**src/rtl/segment_packer.sv**
```systemverilog
// Packs host pipe words into 128-bit clock-segment records, validates them and
// hands them to the segment FIFO through a single-entry output buffer.
module segment_packer #(
  parameter int unsigned WORDS_PER_SEG = 8,
  parameter int unsigned SEG_WIDTH     = WORDS_PER_SEG * 16,
  parameter int unsigned CNT_WIDTH     = 16
) (
  input  logic                 ti_clk,
  input  logic                 reset,
  input  logic                 pipe_write,
  input  logic [15:0]          pipe_data,
  input  logic                 flush,
  input  logic                 fifo_full,
  output logic [SEG_WIDTH-1:0] fifo_din,
  output logic                 fifo_wr_en,
  output logic [CNT_WIDTH-1:0] seg_count,
  output logic [CNT_WIDTH-1:0] bad_count,
  output logic [15:0]          status
);

  localparam int unsigned IdxW  = (WORDS_PER_SEG > 1) ? $clog2(WORDS_PER_SEG) : 1;
  localparam int unsigned RepW  = 32;
  localparam int unsigned OnLsb = RepW + 48;

  logic [IdxW-1:0]      word_idx_q, word_idx_d;
  logic [SEG_WIDTH-1:0] asm_q, asm_d;
  logic [SEG_WIDTH-1:0] out_data_q, out_data_d;
  logic                 out_valid_q, out_valid_d;
  logic [CNT_WIDTH-1:0] seg_count_q, seg_count_d;
  logic [CNT_WIDTH-1:0] bad_count_q, bad_count_d;
  logic                 ovf_q, ovf_d;
  logic                 bad_seen_q, bad_seen_d;

  logic                 accept;
  logic                 seg_done;
  logic [SEG_WIDTH-1:0] record;
  logic [RepW-1:0]      rep_cnt;
  logic [OnLsb-RepW-1:0] off_cnt;
  logic [SEG_WIDTH-OnLsb-1:0] on_cnt;
  logic                 rec_ok;
  logic                 drain;
  logic                 rec_load;
  logic                 rec_ovf;
  logic                 rec_bad;

  assign accept   = pipe_write & ~flush;
  assign seg_done = accept && (word_idx_q == IdxW'(WORDS_PER_SEG - 1));

  // Assembly register with the current word merged in, so word 7 is part of the check.
  always_comb begin
    record = asm_q;
    for (int k = 0; k < int'(WORDS_PER_SEG); k++) begin
      if (word_idx_q == IdxW'(k)) begin
        record[16*k +: 16] = pipe_data;
      end
    end
  end

  assign rep_cnt = record[RepW-1:0];
  assign off_cnt = record[OnLsb-1:RepW];
  assign on_cnt  = record[SEG_WIDTH-1:OnLsb];

  // Retrigger records (repeat==0) use on_counts as a timeout and ignore off_counts.
  assign rec_ok = (rep_cnt == '0) || ((on_cnt != '0) && (off_cnt != '0));

  assign drain    = out_valid_q & ~fifo_full;
  assign rec_load = seg_done & rec_ok & (~out_valid_q | drain);
  assign rec_ovf  = seg_done & rec_ok & out_valid_q & fifo_full;
  assign rec_bad  = seg_done & ~rec_ok;

  always_comb begin
    word_idx_d  = word_idx_q;
    asm_d       = asm_q;
    out_data_d  = out_data_q;
    out_valid_d = out_valid_q;
    seg_count_d = seg_count_q;
    bad_count_d = bad_count_q;
    ovf_d       = ovf_q;
    bad_seen_d  = bad_seen_q;

    if (flush) begin
      word_idx_d  = '0;
      asm_d       = '0;
      out_data_d  = '0;
      out_valid_d = 1'b0;
      seg_count_d = '0;
      bad_count_d = '0;
      ovf_d       = 1'b0;
      bad_seen_d  = 1'b0;
    end else begin
      if (accept) begin
        if (seg_done) begin
          word_idx_d = '0;
          asm_d      = '0;
        end else begin
          word_idx_d = word_idx_q + IdxW'(1);
          asm_d      = record;
        end
      end

      if (drain) begin
        out_valid_d = 1'b0;
        seg_count_d = seg_count_q + CNT_WIDTH'(1);
      end

      // A load on the drain edge keeps out_valid high with the new record.
      if (rec_load) begin
        out_data_d  = record;
        out_valid_d = 1'b1;
      end

      if (rec_ovf) begin
        ovf_d = 1'b1;
      end

      if (rec_bad) begin
        bad_count_d = bad_count_q + CNT_WIDTH'(1);
        bad_seen_d  = 1'b1;
      end
    end
  end

  always_ff @(posedge ti_clk or posedge reset) begin
    if (reset) begin
      word_idx_q  <= '0;
      asm_q       <= '0;
      out_data_q  <= '0;
      out_valid_q <= 1'b0;
      seg_count_q <= '0;
      bad_count_q <= '0;
      ovf_q       <= 1'b0;
      bad_seen_q  <= 1'b0;
    end else begin
      word_idx_q  <= word_idx_d;
      asm_q       <= asm_d;
      out_data_q  <= out_data_d;
      out_valid_q <= out_valid_d;
      seg_count_q <= seg_count_d;
      bad_count_q <= bad_count_d;
      ovf_q       <= ovf_d;
      bad_seen_q  <= bad_seen_d;
    end
  end

  assign fifo_wr_en = drain;
  assign fifo_din   = out_data_q;
  assign seg_count  = seg_count_q;
  assign bad_count  = bad_count_q;
  assign status     = {12'h000, out_valid_q, (word_idx_q != '0), bad_seen_q, ovf_q};

endmodule

```
**config.mk**
```make
export PLATFORM = sky130hd
export DESIGN_NAME = segment_packer
export DESIGN_NICKNAME = d
export VERILOG_FILES = /design/src/rtl/segment_packer.sv
export SDC_FILE = /design/constraint.sdc
export NUM_CORES = 1
export LEC_CHECK = 0
export CORE_MARGIN = 5
export CORE_UTILIZATION = 45
export CTS_CLUSTER_DIAMETER = 150
export DETAILED_ROUTE_END_ITERATION = 7
export PLACE_DENSITY = 0.68
export SYNTH_ARGS = -nofsm -noshare
export SYNTH_HDL_FRONTEND = slang
export SYNTH_SLANG_ARGS = --single-unit
```
**constraint.sdc**
```tcl
create_clock -name ti_clk -period 16.9 [get_ports ti_clk]
set_input_delay 1.69 -clock ti_clk [delete_from_list [all_inputs] [get_ports ti_clk]]
set_output_delay 1.69 -clock ti_clk [all_outputs]
set_load 0.005 [all_outputs]
```
==> flow_metrics.tcl <==
set metrics [dict create \
    htree_levels 2 \
    finalSetupViolations 0 \
    finalClockSkew_ns 0.0167 \
    multi_input_area_sq_um 5990 \
    grt-ovfl-total 0 \
    grt_start_max_net_pins 102 \
    cts-root-buf "clkbuf_16" \
    clock_latency_ns 0.52 \
    p_per_area_nw_per_um2 91.1 \
    drive_gt1_frac 0.0647 \
    cp-start-kind "primary input" \
    crit_fanout 52 \
    ir_drop_mv 0.0610 \
    dr.pass1.iters 5 \
    core_sq_um 30700 \
    slowest_delay_ns 1.19 \
    dieArea_sq_um 34800 \
    post-route-util 0.557 \
    grt_pass1_wl_mm 61.8 \
    ctsResizeCount 0 \
    ys_seq_area_frac 0.525 \
    tightest_slew_ns 1.17 \
    antenna_found_initial 0 \
    syn2layout_area_growth_pct 21.8 \
    via_per_inst 5.82 \
    io_pins 198 \
    slew-limit-headroom 0.213 \
    synthArstFlopShare 1.00 \
    clk_pin_slew_worst_paths_ns 0.06 \
    vias 10500 \
    max_freq_ghz 0.170 \
    n_fill_cell 2597 \
    fin_crit_sh 0.348 \
    synth_edf_count 0 \
    fp-row-count 64 \
    drt_iter0_markers 721 \
    required_ns 17.29 \
    syn_inst 1248 \
    ys.flop_type "dfrtp_1" \
    gp_congestion 0.805 \
    yosys_register_bits 294 \
    cp_top_family "buffers and inverters" \
    arrival_ns 6.27 \
    wl_mm 38.5 \
    slew_viol_final 0 \
    numPortBuffers 185 \
    min_period_ns 5.88 \
    dieHeight_um 186 \
    syn_area_sq_um 14000 \
    cts_hold_buf 0 \
    leakagePower_nw 7.61 \
    grt_pass1_vias 10700 \
    cts_tree "done" \
    syn_avg_cell_area_sq_um 11.2 \
    synth_cell_type_count 51 \
    cp_slowest_cell "clkdlybuf4s50_1" \
    wl_per_cell_um 21.4 \
    grt_setup_unrepaired "false" \
    die_w_um 186 \
    fin_tns_setup_ns 0 \
    critPathBufInv 2 \
    ys_warn_count 0 \
    cts_setup_buffers 0 \
    drv_cap 0 \
    grt_usage 0.216 \
    worstSetupPathType "primary input to register" \
    clkSinkCount 294 \
    final_nets 1410 \
    drc_errors 0 \
    hold_class "register to register" \
    cts_buffer_depth 3 \
    status "completed" \
    hold_viol 0 \
    num_antenna_cells 0 \
    worstPathCellList "clkdlybuf4s50_1 -> nor2_1 -> a22oi_1 -> nor4b_1 -> nand3_1 -> o22a_1 -> o211a_4 -> buf_4 -> mux2_1" \
    numCtsBuffers 34 \
    start_util 0.457 \
    ant_nets 0 \
    hpwl_mm 24.4 \
    crit_path_end_kind "register" \
    seq_area_sq_um 7360 \
]
[stage by stage]
step	setup WS, ns	cell area [sq um]	total power [W]	std cells	hold slack (ns)
2_1_floorplan	7.09	14100	0.000802	1259	0.449
3_3_place_gp	10.63	16000	0.000837	1741	0.468
3_5_place_dp	10.57	16000	0.000838	1741	0.485
4_1_cts	11.06	17100	0.00156	1803	0.498
5_1_grt	10.85	17100	0.00161	1803	0.518
6_report	11.02	17100	0.00155	1803	0.499
[worst reg2reg max path: cells and delay by family, from the launching register on]
kind	cells	cell delay, ns
fa+ha+maj	1	0.25
mux	2	0.60
compound gates	3	1.66
flops	1	0.43
buf+inv	3	1.27
simple gates	2	0.79
[final timing paths]
check                                               start                   endpoint  slack (ns)  cells after the start
worst min-delay path                 asm_q[5]$_DFFE_PP0P_       asm_q[5]$_DFFE_PP0P_        0.50                      2
max in group asynchronous                           reset     asm_q[118]$_DFFE_PP0P_       12.89                      4
min in group asynchronous                           reset  fifo_din[112]$_DFFE_PP0P_        1.68                      2
worst min register to register       asm_q[5]$_DFFE_PP0P_       asm_q[5]$_DFFE_PP0P_        0.50                      2
worst max-delay path                        pipe_data[12]  fifo_din[124]$_DFFE_PP0P_       11.02                      9
worst max register to register  word_idx_q[0]$_DFFE_PP0P_  fifo_din[124]$_DFFE_PP0P_       11.78                     11
[placed cells by master (no fill, tap or decap), types with 10 or more instances in the layout]
cell type,n
o31ai_1,15
nor2b_1,10
dfrtp_1,294
mux2i_1,244
clkdlybuf4s50_1,184
or4_1,15
clkbuf_1,11
o21ai_0,13
inv_1,15
buf_4,26
a22o_1,111
nor4_1,20
o21ai_1,10
a21oi_1,24
or3_1,13
conb_1,12
nor2_1,45
nand2_1,145
clkbuf_16,35
nand4_1,12
nor3_1,15
nand3_1,27
and3_1,23
[kinds of logic after synthesis]
kind of cell    share of synthesized area
compound gates                      0.110
mux                                 0.181
flops                               0.525
simple gates                        0.118
buf+inv                            0.0520
fa+ha+maj                         0.00714
xor+xnor                          0.00687
other cells                      0.000268
[layout make-up]
type / instances / area share
Clock buffer: 53 / 0.0594
Clock inverter: 9 / 0.00579
Sequential cell: 294 / 0.431
Tap cell: 396 / 0.0290
Timing Repair Buffer: 211 / 0.120
Multi-Input combinational cell: 822 / 0.351
Inverter: 18 / 0.00454
[cells in the mapped netlist (3+ instances only)]
cell type  count  share of area
nor2_1        45          0.012
inv_1         17         0.0046
buf_6         16          0.013
nand2_1      145          0.039
mux2_1         8         0.0064
nand4_1       12         0.0054
or4_1         15         0.0080
and4_1         4         0.0025
a21oi_1       24         0.0086
buf_4         16         0.0086
nand2b_1       3         0.0013
o31ai_1       15         0.0080
o41ai_1        3         0.0019
or3_1         13         0.0058
o21ai_1       10         0.0036
o32ai_2        4         0.0046
clkbuf_1      81          0.022
nor2b_1       13         0.0058
o21ai_0       13         0.0046
mux2i_1      244           0.17
xnor2_1        4         0.0025
and3_1        23          0.010
nor3_1        15         0.0054
xor2_1         7         0.0044
nor4_1        20         0.0089
a211oi_1       3         0.0016
ha_1           8         0.0071
nand3_1       27         0.0096
dfrtp_1      294           0.52
a22o_1       111          0.069
buf_2         10         0.0036
o22ai_1        3         0.0013
[per-layer routing]
metal	share of wire	global-route usage	vias up
li1	-	-	4754
met5	0	0	-
met2	0.45	0.328	382
met4	0.021	0.0547	0
met3	0.074	0.0467	65
met1	0.45	0.317	5296
[power breakdown]
part	leakage (nW)	internal, W	switching (W)
sequential	4.10	0.000710	0.00000534
clock	0.548	0.000432	0.000297
combinational	2.97	0.0000325	0.0000783
total	7.61	0.00117	0.000380
[state kept, by name, summed over array words and instances (netlist names)]
signal       cells
ovf_q            1
seg_count       16
word_idx_q       3
asm_q          128
fifo_din       128
bad_count       16
out_valid_q      1
bad_seen_q       1
Power figures use the tool's default switching activity.
